--- src/rtl/nibble_uart_tx.sv ---
// rtl/nibble_uart_tx.sv - nibble-FIFO fed UART 8N1 transmitter
//
// Pops two 4-bit nibbles from an upstream FIFO that has fixed read latency.
// The first nibble becomes the low half of the byte. The assembled byte is
// then sent as an 8N1 frame, LSB first.
//
// Ports:
//   clk         rising-edge clock
//   rst_n       asynchronous active-low reset
//   en          allows a new byte to start (looked at only in IDLE)
//   fifo_empty  upstream FIFO empty flag
//   fifo_data   upstream FIFO read nibble, valid RD_LATENCY cycles after a pop
//   fifo_rd_en  single-cycle pop request, never raised while fifo_empty=1
//   tx          registered serial line, idle high
//   busy        high in every state except IDLE
//   frame_done  one-cycle pulse on the last cycle of the stop bit
module nibble_uart_tx #(
  parameter int RD_LATENCY   = 4,   // >= 1
  parameter int CLKS_PER_BIT = 16   // 2..65535
) (
  input  logic       clk,
  input  logic       rst_n,
  input  logic       en,
  input  logic       fifo_empty,
  input  logic [3:0] fifo_data,
  output logic       fifo_rd_en,
  output logic       tx,
  output logic       busy,
  output logic       frame_done
);

  localparam int BW = $clog2(CLKS_PER_BIT);
  localparam int LW = (RD_LATENCY > 1) ? $clog2(RD_LATENCY) : 1;
  localparam logic [BW-1:0] BAUD_LAST = BW'(CLKS_PER_BIT - 1);
  localparam logic [LW-1:0] LAT_LAST  = LW'(RD_LATENCY - 1);

  typedef enum logic [2:0] {
    IDLE, POP_LO, WAIT_LO, POP_HI, WAIT_HI, START, DATA, STOP
  } state_t;

  state_t        state, state_n;
  logic [BW-1:0] baud_cnt, baud_cnt_n;
  logic [LW-1:0] lat_cnt, lat_cnt_n;
  logic [2:0]    bit_cnt, bit_cnt_n;
  logic [7:0]    shreg, shreg_n;
  logic [3:0]    lo_nib, lo_nib_n;
  logic          tx_q, tx_n;

  always_ff @(posedge clk or negedge rst_n) begin
    if (!rst_n) begin
      state    <= IDLE;
      baud_cnt <= '0;
      lat_cnt  <= '0;
      bit_cnt  <= '0;
      shreg    <= '0;
      lo_nib   <= '0;
      tx_q     <= 1'b1;
    end else begin
      state    <= state_n;
      baud_cnt <= baud_cnt_n;
      lat_cnt  <= lat_cnt_n;
      bit_cnt  <= bit_cnt_n;
      shreg    <= shreg_n;
      lo_nib   <= lo_nib_n;
      tx_q     <= tx_n;
    end
  end

  always_comb begin
    state_n    = state;
    baud_cnt_n = baud_cnt;
    lat_cnt_n  = lat_cnt;
    bit_cnt_n  = bit_cnt;
    shreg_n    = shreg;
    lo_nib_n   = lo_nib;
    fifo_rd_en = 1'b0;
    frame_done = 1'b0;

    case (state)
      IDLE: begin
        if (en && !fifo_empty) state_n = POP_LO;
      end
      POP_LO: begin
        // The pop is gated by the live empty flag, so a starved FIFO just parks here.
        if (!fifo_empty) begin
          fifo_rd_en = 1'b1;
          lat_cnt_n  = '0;
          state_n    = WAIT_LO;
        end
      end
      WAIT_LO: begin
        if (lat_cnt == LAT_LAST) begin
          lo_nib_n = fifo_data;
          state_n  = POP_HI;
        end else begin
          lat_cnt_n = lat_cnt + 1'b1;
        end
      end
      POP_HI: begin
        if (!fifo_empty) begin
          fifo_rd_en = 1'b1;
          lat_cnt_n  = '0;
          state_n    = WAIT_HI;
        end
      end
      WAIT_HI: begin
        if (lat_cnt == LAT_LAST) begin
          shreg_n    = {fifo_data, lo_nib};
          baud_cnt_n = '0;
          bit_cnt_n  = '0;
          state_n    = START;
        end else begin
          lat_cnt_n = lat_cnt + 1'b1;
        end
      end
      START: begin
        if (baud_cnt == BAUD_LAST) begin
          baud_cnt_n = '0;
          state_n    = DATA;
        end else begin
          baud_cnt_n = baud_cnt + 1'b1;
        end
      end
      DATA: begin
        // The bit on the line is always shreg[0]. Shift only between bits,
        // so the last data bit stays put while STOP takes over the line.
        if (baud_cnt == BAUD_LAST) begin
          baud_cnt_n = '0;
          if (bit_cnt == 3'd7) begin
            state_n = STOP;
          end else begin
            bit_cnt_n = bit_cnt + 3'd1;
            shreg_n   = shreg >> 1;
          end
        end else begin
          baud_cnt_n = baud_cnt + 1'b1;
        end
      end
      STOP: begin
        if (baud_cnt == BAUD_LAST) begin
          frame_done = 1'b1;
          baud_cnt_n = '0;
          state_n    = IDLE;
        end else begin
          baud_cnt_n = baud_cnt + 1'b1;
        end
      end
      default: state_n = IDLE;
    endcase
  end

  // tx is computed from the next state. It is registered on the same edge
  // as the state, so the line stays aligned with the FSM and glitch-free.
  always_comb begin
    tx_n = 1'b1;
    case (state_n)
      START:   tx_n = 1'b0;
      DATA:    tx_n = shreg_n[0];
      default: tx_n = 1'b1;
    endcase
  end

  assign tx   = tx_q;
  assign busy = (state != IDLE);

endmodule

--- config.mk ---
export PLATFORM = sky130hd
export DESIGN_NAME = nibble_uart_tx
export DESIGN_NICKNAME = d
export VERILOG_FILES = /design/src/rtl/nibble_uart_tx.sv
export SDC_FILE = /design/constraint.sdc
export NUM_CORES = 1
export LEC_CHECK = 0
export BUFFER_PORTS_ARGS = -buffer_cell sky130_fd_sc_hd__buf_2
export CORE_MARGIN = 10
export CORE_UTILIZATION = 60
export CTS_CLUSTER_DIAMETER = 100
export DETAILED_ROUTE_END_ITERATION = 16
export GPL_TIMING_DRIVEN = 0
export PLACE_DENSITY = 0.93
export SETUP_SLACK_MARGIN = 0.15
export SLEW_MARGIN = 10
export SYNTH_ARGS = -nofsm -noshare
export SYNTH_HDL_FRONTEND = slang
export SYNTH_SLANG_ARGS = --single-unit
--- constraint.sdc ---
create_clock -name clk -period 4.8 [get_ports clk]
set_clock_uncertainty 0.15 [all_clocks]
set_input_delay 0 -clock clk [delete_from_list [all_inputs] [get_ports clk]]
set_output_delay 0 -clock clk [all_outputs]
set_load 0.05 [all_outputs]
==> results.txt <==
Measured slew at the worst slew-check pin -> 520 ps
Row cnt -> 16
Placed cells -> 160
Max-slew violations -> 0
Fin. Hold Viols -> 0
Register area share after synthesis -> 0.500
Final WL -> 2.49 mm
Detailed Place HPWL -> 1.86 mm
Worst min path class -> input pin to async pin
Synth top area share -> 0.480
CTS HTree Levels -> 1
Die height -> 65.7 um
Synth top area cells -> dfrtp_1, nand2_1, mux2_2, a22oi_1, ha_1
Non-Filler Instances -> 170
Syn_nets -> 134
Synthesized area per cell -> 10.3 um^2
Initial core utilization -> 0.632
Synth Flop Type -> dfrtp_1
Area leader, netlist -> dfrtp_1
Die ar. -> 4320 um^2
Io pins -> 12
Yosys reg bits -> 25
Post-CTS setup buffer count -> 0
Share of cells above drive strength 1 -> 0.210
Grt ovf -> 0
CP Capture Type -> flop
CTS Buffer Depth -> 2
Max Used Layer -> met4
Clk slew on worst S/H paths -> 140 ps
Worst VDD drop -> 0.000340 V
Wire per inst -> 14.6 um
Leak -> 0.000674 uW
Antenna viol nets, final -> 0
Worst endpoint required time -> 4920 ps
Fill cell count -> 137
Port bufs -> 11
Slowest cell on the critical path -> dfrtp_1
Total track usage -> 0.120
Min Tclk post-route -> 2050 ps
First-pass GRT wire length -> 4.22 mm
Number of global-route vias before repair -> 954
FMAX -> 489 MHz
Top delay family on crit path -> compound AO/OA/AOI/OAI gates
Routed vias -> 1000
Final net count -> 156
Global placer's final weighted congestion -> 0.816
1st-iter DRT viols -> 46
Die Wd -> 65.7 um
Synth unique cells -> 36
Clock latency on the worst-skew pair -> 320 ps
# setup viols final -> 0
Cell area after synthesis -> 1250 um^2
Post-layout util -> 0.723
CP Launch Type -> flop
Clock Root Buffer -> clkbuf_4
CTS Buf Count -> 3
EDFF count, synth -> 0
Largest net degree at the start of global routing -> 26
Slew HR -> 0.653
Layout area overhead -> 14.4%
Inserted Diodes -> 0
Ys Warns -> 0
CTS tree -> done
Initial DRT Pass Iterations -> 4
Final setup TNS -> 0 ps
Async SR Flop Fraction -> 1.00
Critical-path maximum fanout -> 9
Cell count after synthesis -> 122
Buf/Inv on CP -> 1
Vias/cell -> 5.88
Critical Path AT -> 2160 ps
Status -> complete, no violations
M1 wire length -> 975 um
PwrDens -> 513 nW/um^2
Initial antenna violation count -> 0
# Max-Cap Violations -> 0
Sink Count -> 25
Core area -> 1980 um^2
Met3 WL -> 200 um
Metal2 WL -> 1.30 mm
CP cell instances -> ha_1 > and4bb_1 > buf_6 > a21oi_2 > a221o_1 > nor3b_2 > o21ai_1
RSZ-0062 raised after global routing -> no
CP Class -> flop to flop
Final period util -> 0.426
CP max stage delay -> 430 ps
Residual DRC -> 0
-- layout by cell type (no fill, tap or decap), types with 2 or more instances in the layout --
master and count:
clkbuf_4 3, mux2_2 5, xnor2_1 3, nand3_1 2
a22oi_1 7, mux2i_1 2, nor2_1 8, buf_2 14
o21ai_0 6, nand2b_1 2, o22ai_1 2, dfrtp_1 24
ha_1 4, nand4_1 2, dlygate4sd3_1 6, o21ai_1 2
nand2_1 25, a22o_1 2, and2_1 2, a21oi_1 2
nor3b_2 2
-- path summary, 6_finish.rpt --
check / start / to / slack (ps) / cells past startpoint
max reg2reg: lat_cnt[0]$_DFFE_PN0P_ / tx$_DFF_PN1_ / 2750 / 7
min reg2reg: shreg[3]$_DFFE_PN0P_ / shreg[3]$_DFFE_PN0P_ / 340 / 2
max: lat_cnt[0]$_DFFE_PN0P_ / tx$_DFF_PN1_ / 2750 / 7
max in group asynchronous: rst_n / tx$_DFF_PN1_ / 4130 / 2
min in group clk: en / state[0]$_DFF_PN0_ / 190 / 4
min: rst_n / baud_cnt[2]$_DFFE_PN0P_ / 9 / 2
-- layout make-up --
type | instances | area [um^2] | share of cell area
clock buffers | 3 | 22.5 | 0.0157
plain buffers | 6 | 37.5 | 0.0262
flip-flops and latches | 25 | 627 | 0.438
multi-input cells | 91 | 588 | 0.410
repair buffers | 17 | 115 | 0.0803
well taps | 27 | 33.8 | 0.0236
clock inverters | 1 | 8.76 | 0.00611
-- cells in the mapped netlist, drive strengths merged (3+ instances only) --
| library cell | number |
|---|---|
| nand2 | 25 |
| dfrtp | 24 |
| nor2 | 8 |
| o21ai | 8 |
| a22oi | 7 |
| buf | 5 |
| mux2 | 5 |
| ha | 4 |
| a21oi | 3 |
| and2 | 3 |
| xnor2 | 3 |
-- state kept, by name, summed over array words and instances, names as in the netlist --
signal    cells
shreg         8
baud_cnt      4
lo_nib        4
bit_cnt       3
state         3
lat_cnt       2
tx            1
-- what timing repair did --
item	4_1_cts	5_1_grt
resized for setup	0	0
hold endpoints to repair	37	0
hold buffers	6	0
-- power breakdown --
part,internal (uW),leakage [uW],switching (uW)
Clock,34.0,0.0000183,65.3
Combinational,136,0.000346,172
Sequential,280,0.000311,47.8
-- per-layer routing --
metal  GRT usage  vias to the layer above
met2       0.210                       42
met5           0                        -
met1       0.135                      484
li1            -                      472
met3      0.0356                        2
met4      0.0401                        0
-- stage by stage --
step / instance area [um^2] / power (uW) / hold slack [ps] / worst slack, ps
after global placement: 1340 / 612 / -147 / 2840
after floorplan: 1250 / 568 / -446 / 2890
after CTS: 1430 / 737 / 17.7 / 2750
after detailed placement: 1340 / 636 / -149 / 2790
final: 1430 / 735 / 8.64 / 2750
after global routing: 1430 / 791 / 53.7 / 2610
-- cells by family after synthesis --
| kind of cell | after synthesis | share of synthesized area |
|---|---|---|
| and+or+nand+nor | 52 | 0.214 |
| AOI/OAI and AO/OA | 25 | 0.134 |
| DFF | 25 | 0.501 |
| muxes | 7 | 0.0609 |
| buffers and inverters | 6 | 0.0300 |
| adders and majority gates | 4 | 0.0400 |
| xor gates and xnor gates | 3 | 0.0210 |
No activity file was read; power rests on OpenSTA's default activity.
